===== config.mk =====
export PLATFORM = sky130hd
export DESIGN_NAME = sfp_send_scheduler
export DESIGN_NICKNAME = d
export VERILOG_FILES = /design/src/rtl/sfp_send_scheduler_pkg.sv /design/src/rtl/sfp_send_scheduler_sync_2ff.sv /design/src/rtl/sfp_send_scheduler.sv
export SDC_FILE = /design/constraint.sdc
export NUM_CORES = 1
export LEC_CHECK = 0
export CAP_MARGIN = 40
export CORE_UTILIZATION = 30
export CTS_BUF_LIST = sky130_fd_sc_hd__clkbuf_8
export DETAILED_ROUTE_END_ITERATION = 8
export HOLD_SLACK_MARGIN = 0.03
export MAX_ROUTING_LAYER = met4
export SLEW_MARGIN = 20
export SYNTH_ARGS = -nofsm -noshare
export SYNTH_HDL_FRONTEND = slang
export SYNTH_HIERARCHICAL = 1
export SYNTH_SLANG_ARGS = --single-unit

===== constraint.sdc =====
create_clock -name clk_50 -period 4.2 [get_ports clk_50]
set_input_delay 0.42 -clock clk_50 [delete_from_list [all_inputs] [get_ports clk_50]]
set_output_delay 0.42 -clock clk_50 [all_outputs]
set_load 0.02 [all_outputs]

===== src/rtl/sfp_send_scheduler_pkg.sv =====
// Shared types and timing constants for the SFP send scheduler.
// Production values target the 50 MHz clock; TEST values give short frames for simulation.
package sfp_test_pkg;

    typedef enum logic [2:0] {
        IDLE,
        WAIT_1,
        SEND_1,
        WAIT_2,
        SEND_2,
        GAP_ST
    } send_state_t;

    localparam logic [31:0] PROD_PERIOD_1  = 32'h05F5E100;
    localparam logic [31:0] PROD_PERIOD_2  = 32'h06F5E100;
    localparam logic [31:0] PROD_PULSE_LEN = 32'd3;
    localparam logic [31:0] PROD_GAP       = 32'd10;

    localparam logic [31:0] TEST_PERIOD_1  = 32'd8;
    localparam logic [31:0] TEST_PERIOD_2  = 32'd20;
    localparam logic [31:0] TEST_PULSE_LEN = 32'd3;
    localparam logic [31:0] TEST_GAP       = 32'd10;

    // Down-counter value loaded on entry: the state lasts (value + 1) cycles.
    function automatic logic [31:0] state_load(
        input send_state_t s,
        input logic [31:0] p1,
        input logic [31:0] p2,
        input logic [31:0] pl,
        input logic [31:0] gap
    );
        case (s)
            WAIT_1:         return p1 - 32'd1;
            SEND_1, SEND_2: return pl - 32'd1;
            WAIT_2:         return p2 - p1 - pl - 32'd1;
            GAP_ST:         return gap - 32'd1;
            default:        return '0;
        endcase
    endfunction

endpackage


===== src/rtl/sfp_send_scheduler_sync_2ff.sv =====
// Two-flop synchroniser for a single slow-changing status bit from another clock domain.
// Asynchronous active-low reset clears both stages to 0.
module sync_2ff (
    input  logic clk,
    input  logic rst_n,
    input  logic d,
    output logic q
);

    logic meta;

    always_ff @(posedge clk or negedge rst_n) begin
        if (!rst_n) begin
            meta <= 1'b0;
            q    <= 1'b0;
        end else begin
            meta <= d;
            q    <= meta;
        end
    end

endmodule


===== src/rtl/sfp_send_scheduler.sv =====
// Periodic transmit scheduler for the two SFP send-packet channels: issues fixed-width
// cmd_send pulses with stable start addresses while MAC init and rx-ready are both up.
module sfp_send_scheduler
    import sfp_test_pkg::*;
#(
    parameter logic [31:0]       PERIOD_1     = PROD_PERIOD_1,
    parameter logic [31:0]       PERIOD_2     = PROD_PERIOD_2,
    parameter logic [31:0]       PULSE_LEN    = PROD_PULSE_LEN,
    parameter logic [31:0]       GAP          = PROD_GAP,
    parameter int unsigned       ADDR_W       = 25,
    parameter logic [ADDR_W-1:0] START_ADDR_1 = {{(ADDR_W-1){1'b0}}, 1'b1},
    parameter logic [ADDR_W-1:0] START_ADDR_2 = {{(ADDR_W-1){1'b0}}, 1'b1}
) (
    input  logic              clk_50,
    input  logic              rst_n,
    input  logic              mac_inited_i,
    input  logic              rx_ready_i,
    output logic              cmd_send_1_o,
    output logic              cmd_send_2_o,
    output logic [ADDR_W-1:0] start_ram_addr_1_o,
    output logic [ADDR_W-1:0] start_ram_addr_2_o,
    output logic [15:0]       sent_cnt_1_o,
    output logic [15:0]       sent_cnt_2_o,
    output logic              running_o
);

    if (PERIOD_2 <= PERIOD_1 + PULSE_LEN) begin : g_bad_period
        $error("sfp_send_scheduler: PERIOD_2 must exceed PERIOD_1 + PULSE_LEN");
    end
    if (PULSE_LEN == 32'd0) begin : g_bad_pulse
        $error("sfp_send_scheduler: PULSE_LEN must be at least 1");
    end
    if (GAP == 32'd0) begin : g_bad_gap
        $error("sfp_send_scheduler: GAP must be at least 1");
    end

    logic        rdy_s;
    logic        run;
    send_state_t state, state_nxt;
    logic [31:0] cnt, cnt_nxt;
    logic [15:0] sent_cnt_1_q, sent_cnt_2_q;

    sync_2ff u_rdy_sync (
        .clk   (clk_50),
        .rst_n (rst_n),
        .d     (rx_ready_i),
        .q     (rdy_s)
    );

    assign run = mac_inited_i & rdy_s;

    always_comb begin
        state_nxt = state;
        cnt_nxt   = cnt;
        if (!run) begin
            state_nxt = IDLE;
        end else begin
            case (state)
                IDLE:    state_nxt = WAIT_1;
                WAIT_1:  if (cnt == '0) state_nxt = SEND_1; else cnt_nxt = cnt - 32'd1;
                SEND_1:  if (cnt == '0) state_nxt = WAIT_2; else cnt_nxt = cnt - 32'd1;
                WAIT_2:  if (cnt == '0) state_nxt = SEND_2; else cnt_nxt = cnt - 32'd1;
                SEND_2:  if (cnt == '0) state_nxt = GAP_ST; else cnt_nxt = cnt - 32'd1;
                GAP_ST:  if (cnt == '0) state_nxt = WAIT_1; else cnt_nxt = cnt - 32'd1;
                default: state_nxt = IDLE;
            endcase
        end
        if (state_nxt != state) begin
            cnt_nxt = state_load(state_nxt, PERIOD_1, PERIOD_2, PULSE_LEN, GAP);
        end
    end

    // Outputs are registered from the next-state decode so they track the state flops exactly.
    always_ff @(posedge clk_50 or negedge rst_n) begin
        if (!rst_n) begin
            state              <= IDLE;
            cnt                <= '0;
            cmd_send_1_o       <= 1'b0;
            cmd_send_2_o       <= 1'b0;
            running_o          <= 1'b0;
            start_ram_addr_1_o <= '0;
            start_ram_addr_2_o <= '0;
            sent_cnt_1_q       <= '0;
            sent_cnt_2_q       <= '0;
        end else begin
            state        <= state_nxt;
            cnt          <= cnt_nxt;
            cmd_send_1_o <= (state_nxt == SEND_1);
            cmd_send_2_o <= (state_nxt == SEND_2);
            running_o    <= (state_nxt != IDLE);
            if (state_nxt == WAIT_1 && cnt_nxt == '0) begin
                start_ram_addr_1_o <= START_ADDR_1;
            end
            if (state_nxt == WAIT_2 && cnt_nxt == '0) begin
                start_ram_addr_2_o <= START_ADDR_2;
            end
            if (state_nxt == SEND_1 && state != SEND_1) begin
                sent_cnt_1_q <= sent_cnt_1_q + 16'd1;
            end
            if (state_nxt == SEND_2 && state != SEND_2) begin
                sent_cnt_2_q <= sent_cnt_2_q + 16'd1;
            end
        end
    end

    assign sent_cnt_1_o = sent_cnt_1_q;
    assign sent_cnt_2_o = sent_cnt_2_q;

endmodule

# ---- Word level (Yosys, flattened, before mapping)
# Cells that the tools add are included.
dict set report word_totals {
  in_bits 4
  output_inout_bits 85
  wordCells 50
  ff_bits 74
}
dict set report classes {
  eq_ne 13
  muxes 12
  bitwise 1
  addsub 3
  n_reduce_logical 10
}
# operator n
set op_table {}
lappend op_table {{32-bit two-way mux} 4}
lappend op_table {{27-bit one-hot mux with 4 select lines} 1}
lappend op_table {{32-bit logical NOT} 2}
lappend op_table {{16-bit by 1-bit adder with 16-bit output (second input constant)} 2}
lappend op_table {{32-bit by 1-bit subtractor with 32-bit output (second input constant)} 1}
lappend op_table {{3-bit two-way mux} 6}
lappend op_table {{3-bit one-hot mux with 6 select lines} 1}
lappend op_table {{3-bit by 2-bit == test with 1-bit output (second input constant)} 4}
lappend op_table {{3-bit == test (second input constant)} 4}
lappend op_table {{3-bit by 1-bit == test with 1-bit output (second input constant)} 2}
lappend op_table {{5-bit OR reduction} 1}
lappend op_table {{1-bit logical AND} 4}
lappend op_table {{3-bit logical NOT} 1}
lappend op_table {{3-bit by 2-bit != test with 1-bit output (second input constant)} 1}
lappend op_table {{3-bit != test} 1}
lappend op_table {{3-bit != test (second input constant)} 1}
lappend op_table {{3-bit nonzero test} 1}
lappend op_table {{2-bit OR reduction} 1}
lappend op_table {{1-bit bitwise AND} 1}

# ---- Longest topological paths before layout
dict set report logic_depth {
  ltp_word 10
  mapped_depth 12
  mapped_depth_nobuf 11
}

# ---- Cells and area by module
# The synthesis kept the hierarchy.
# mod seq_area_each_um2 cells_each area_per_inst_um2 instances
set by_module_without_submodules {}
lappend by_module_without_submodules {sfp_send_scheduler 1801.7 465 4396.7 1}
lappend by_module_without_submodules {sync_2ff 50.0 2 50.0 1}

# ---- Worst setup path after synthesis
# OpenSTA, ideal clock, no wires.
dict set report synth_path {
  kind {register -> register}
  startpoint {register cnt[0]}
  endpoint {register start_ram_addr_2_o[0]}
  arrival_ps 3002
  period_less_slack_ps 3069
  setup_ps 67
  n_path_buf 1
  required_time_ps 4133
  path_slack_ps 1131
  path_stages_with_launch 13
  cell_sequence {dfrtp_1 > inv_1 > ha_1 > or3b_4 > nor4b_4 > and4_1 > buf_4 > nand3_1 > a21bo_1 > a31oi_1 > or4_4 > o31ai_2 > a41o_1}
}
dict set report synth_between {
  elab_chain_len 10
  elab_cells_between_ends 23
  classes_between {1 x add/sub; 6 x eq/ne; 12 x mux; 4 x reduce/logical}
}
# item line
set synth_lines {}
lappend synth_lines {{from (decl)} sfp_send_scheduler.sv:40} ;# logic [31:0] cnt, cnt_nxt;
lappend synth_lines {{from (signal assigned)} sfp_send_scheduler.sv:87} ;# cnt <= cnt_nxt;
lappend synth_lines {{32-bit logical NOT} n/a}
lappend synth_lines {{3-bit two-way mux (on tied branches)} n/a}
lappend synth_lines {{3-bit one-hot mux with 6 select lines} sfp_send_scheduler.sv:58} ;# case (state)
lappend synth_lines {{3-bit two-way mux} sfp_send_scheduler.sv:55} ;# if (!run) begin
lappend synth_lines {{3-bit by 2-bit == test with 1-bit output or 3-bit == test (tied branches)} sfp_send_scheduler_pkg.sv:32} ;# case (s)
lappend synth_lines {{2-bit OR reduction} sfp_send_scheduler_pkg.sv:32}
lappend synth_lines {{27-bit one-hot mux with 4 select lines} sfp_send_scheduler_pkg.sv:32}
lappend synth_lines {{32-bit two-way mux} sfp_send_scheduler.sv:68} ;# if (state_nxt != state) begin
lappend synth_lines {{32-bit logical NOT} sfp_send_scheduler.sv:94} ;# if (state_nxt == WAIT_2 && cnt_nxt == '0) begin
lappend synth_lines {{1-bit logical AND (*)} sfp_send_scheduler.sv:94}
lappend synth_lines {{to (signal assigned)} sfp_send_scheduler.sv:82} ;# start_ram_addr_2_o <= '0;
lappend synth_lines {{to (signal assigned)} sfp_send_scheduler.sv:95} ;# start_ram_addr_2_o <= START_ADDR_2;
lappend synth_lines {{to (decl)} sfp_send_scheduler.sv:21} ;# output logic [ADDR_W-1:0] start_ram_addr_2_o,
# Every way passes the cells marked *; elsewhere a longest branch is shown, timed or not.
# A chain may end at the register's enable or synchronous reset.

# ---- Worst setup path after layout
# Ends and elaborated chain as after synthesis.

==> load_flow_metrics.sql <==
INSERT INTO impl_metrics (metric_group, metric, value, unit) VALUES
('final_layout', 'final_cells', '694', ''),
('clock_tree', 'clkLatencyLatePin', '0.36', 'ns'),
('routing', 'drt-wirelength-per-cell', '13.85', 'um'),
('synth', 'ys_seq_area_frac', '0.4164', ''),
('final_layout', 'finalNetCount', '513', ''),
('die', 'fp_rows', '44', ''),
('die', 'design.core.area', '14480', 'um^2'),
('power_and_ir_drop', 'vdd_drop_max', '0.1427', 'mV'),
('routing', 'wirelength', '9615', 'um'),
('clock_tree', 'cts_repair_resize_count', '0', ''),
('synth', 'ys_top_cells_by_area', 'dfrtp_1 (42%), buf_4 (8.8%), xor2_1 (5.7%)', ''),
('sta', 'final.min_clock_period', '3.595', 'ns'),
('critical_path', 'critPathRequiredTime', '4.50', 'ns'),
('final_layout', 'finalInstanceArea', '5004', 'um^2'),
('synth', 'synth_seq_cells', '74', ''),
('sta', 'worstMarginPinSlew', '0.6142', 'ns'),
('die', 'boundaryPins', '89', ''),
('clock_tree', 'h-tree-depth', '3', ''),
('placement', 'postPlaceCellArea', '4813', 'um^2'),
('critical_path', 'critical_path_data_arrival_time', '3.89', 'ns'),
('power_and_ir_drop', 'cellLeakagePower', '2.191', 'nW'),
('placement', 'routabilityCongestion', '0.8741', ''),
('critical_path', 'critPathMaxFanout', '7', ''),
('routing', 'number_of_design_rule_violations_left_by_the_first_detailed_router_iteration', '225', ''),
('synth', 'netlist-cell-type-count', '62', ''),
('final_layout', 'drive_gt1_frac', '0.09608', ''),
('placement', 'dp_hpwl', '6991', 'um'),
('sta', 'timing.fmax', '278.2', 'MHz'),
('critical_path', 'endpoint_kind', 'register', ''),
('synth', 'synth_warnings', '6', ''),
('sta', 'skew', '0.01200', 'ns'),
('placement', 'numPortBuffers', '40', ''),
('clock_tree', 'post_cts.repair.setup_buffers', '0', ''),
('run_status', 'outcome', 'finished clean', ''),
('critical_path', 'rrSetupSlack', '0.60', 'ns'),
('global_route', 'number_of_antenna_violations_at_the_first_check_in_global_routing', '0', ''),
('global_route', 'grt_max_degree', '47', ''),
('synth', 'synth.cell_area', '4447', 'um^2'),
('routing', 'dr_total_vias', '3346', ''),
('clock_tree', 'tritoncts.num_buffers', '9', ''),
('die', 'die_w', '123.7', 'um'),
('clock_tree', 'cts_sinks', '74', ''),
('clock_tree', 'root_buffer', 'clkbuf_8', ''),
('synth', 'synth-async-reset-ratio', '1.000', ''),
('critical_path', 'r2r-start', 'cnt[0]$_DFF_PN0_', ''),
('critical_path', 'criticalPathCategory', 'register to register', ''),
('sta', 'finalHoldViolCount', '0', ''),
('critical_path', 'startpoint_type', 'register', ''),
('min_path', 'holdCritPathClass', 'register to register', ''),
('clock_tree', 'cts.clk_slew.worst_paths', '0.08', 'ns'),
('min_path', 'min_to', 'u_rdy_sync/q$_DFF_PN0_', ''),
('synth', 'synth_area_per_cell', '9.522', 'um^2'),
('synth', 'synth_top_flop_cell', 'dfrtp_1', ''),
('routing', 'drt_first_pass_iters', '4', ''),
('min_path', 'hold-path-cell-count', '0', ''),
('synth', 'synthesis.instances', '467', ''),
('die', 'overall_die_height', '123.7', 'um'),
('power_and_ir_drop', 'pwr_density_cell', '303.5', 'nW/um^2'),
('min_path', 'timing.hold.worst.start', 'u_rdy_sync/meta$_DFF_PN0_', ''),
('final_layout', 'diodes_inserted', '0', ''),
('final_layout', 'layout.core_utilization', '0.3456', ''),
('global_route', 'grt_pass1_vias', '3103', ''),
('sta', 'rsz_0062_raised_after_global_routing', 'false', ''),
('synth', 'netlist.top_cell.by_area', 'dfrtp_1', ''),
('die', 'die_area', '15310', 'um^2'),
('critical_path', 'reg2regPathDepth', '11', ''),
('final_layout', 'flow.area_growth_from_synthesis', '12.52', '%'),
('sta', 'setup_viol_count_final', '0', ''),
('critical_path', 'critical_path.reg2reg.endpoint', 'start_ram_addr_2_o[0]$_DFFE_PN0P_', ''),
('global_route', 'global_route_wire_length_before_repair', '15680', 'um'),
('synth', 'synth_enable_flop_cells', '0', '');
-- cells in the mapped netlist, drive strengths merged, types with 2 or more instances --
cell     n
nand4   13
nor4b    2
nor3    19
nand2b   4
inv      4
nor4    11
clkbuf   8
nor3b    4
a21oi   12
and2     7
o21ai   30
or4      4
dfrtp   74
a21boi   4
xor2    30
o211ai   2
ha       4
nand2   30
o31ai    3
nor2b    2
a41o     2
a41oi    3
nor2    47
a31oi    3
mux2     2
nand3   19
and3    17
or3      8
buf     59
or2      2
xnor2   27
-- metal layers --
metal	track usage	vias up	wire, um
met3	0.03342	14	503
li1	-	1601	-
met4	0.06175	0	200
met2	0.2101	113	4578
met5	-	-	0
met1	0.1751	1618	4333
-- metrics by stage --
step / hold WS, ns / worst slack (ns) / power (mW)
3_5_place_dp: 0.3570 / 0.6466 / 1.021
2_1_floorplan: 0.1244 / 1.131 / 0.9914
4_1_cts: 0.3751 / 0.6398 / 1.542
3_3_place_gp: 0.3316 / 0.6949 / 1.018
5_1_grt: 0.3740 / 0.3883 / 1.605
6_report: 0.3733 / 0.6049 / 1.518
-- cell type report --
class                           instances  area [um^2]  area share
Timing Repair Buffer                   47        473.0     0.09452
Clock inverter                          6        42.54    0.008502
Tap cell                              184        230.2     0.04601
Sequential cell                        74         1852      0.3701
Multi-Input combinational cell        369         2253      0.4504
Inverter                                4        15.01    0.003001
Clock buffer                           10        137.6     0.02751
-- how the worst max path moves through the flow --
stage,startpoint,endpoint,slack [ns]
finish,cnt[0]$_DFF_PN0_,start_ram_addr_2_o[0]$_DFFE_PN0P_,0.60
global route,cnt[0]$_DFF_PN0_,start_ram_addr_2_o[0]$_DFFE_PN0P_,0.39
CTS,cnt[0]$_DFF_PN0_,start_ram_addr_1_o[0]$_DFFE_PN0P_,0.64
detailed placement,mac_inited_i,start_ram_addr_2_o[0]$_DFFE_PN0P_,0.65
global placement,cnt[0]$_DFF_PN0_,start_ram_addr_1_o[0]$_DFFE_PN0P_,0.69
floorplan,cnt[0]$_DFF_PN0_,start_ram_addr_2_o[0]$_DFFE_PN0P_,1.13
-- critical path, stage by stage (launching register included) --
cell	delay, ns
dfrtp_1	0.44
inv_1	0.15
ha_1	0.29
or3b_4	0.45
nor4b_4	0.43
nand4_1	0.24
nor3_1	0.24
xnor2_1	0.19
nand3_1	0.10
or4_4	0.42
o31ai_2	0.35
a41o_1	0.22
-- logic make-up after synthesis --
| group | Yosys count | synth area share |
|---|---|---|
| DFF | 74 | 0.4164 |
| buffers and inverters | 71 | 0.1165 |
| xor gates and xnor gates | 57 | 0.1156 |
| adders and majority gates | 4 | 0.01126 |
| muxes | 2 | 0.005064 |
| AOI/OAI and AO/OA | 65 | 0.09060 |
| other | 1 | 0.0008433 |
| and+or+nand+nor | 193 | 0.2437 |
-- timing repair --
item,in CTS,in global routing
hold endpoints to repair,28,0
setup endpoints to repair,0,0
hold buffers,1,0
-- layout by cell type, fill, tap and decap left out, types with 2 or more instances in the layout --
master,instances
buf_4,6
conb_1,48
a41o_1,2
nand3_1,18
and2_1,5
nand2b_1,4
or3_4,3
clkinv_2,2
and3_1,16
or4_4,2
or4_1,2
xnor2_1,26
a21oi_1,11
nand2_1,29
a21boi_0,4
xor2_1,29
o211ai_1,2
and2_2,2
clkinvlp_4,2
mux2_2,2
o21ai_0,29
nor4_1,8
a31oi_1,3
nor3_1,17
nand4_1,13
clkdlybuf4s50_1,39
dfrtp_1,74
nor3b_1,4
a41oi_1,3
nor3_2,2
inv_1,4
nor2_1,47
clkbuf_8,10
nor4_2,2
or3_1,5
ha_1,4
clkinv_4,2
o31ai_1,2
nor2b_1,2
-- sequential cells by signal, summed over array words and instances (netlist names) --
signal and count:
u_rdy_sync/meta 1, running_o 1, cnt 32, sent_cnt_1_o 16
state 3, start_ram_addr_2_o 1, start_ram_addr_1_o 1, cmd_send_1_o 1
sent_cnt_2_o 16, cmd_send_2_o 1, u_rdy_sync/q 1
-- report_power, final --
part | switching (mW) | internal [mW]
registers | 0.0412 | 0.741
clock network | 0.278 | 0.230
logic | 0.148 | 0.0797
Note: power is estimated with default switching activity, not from simulation.
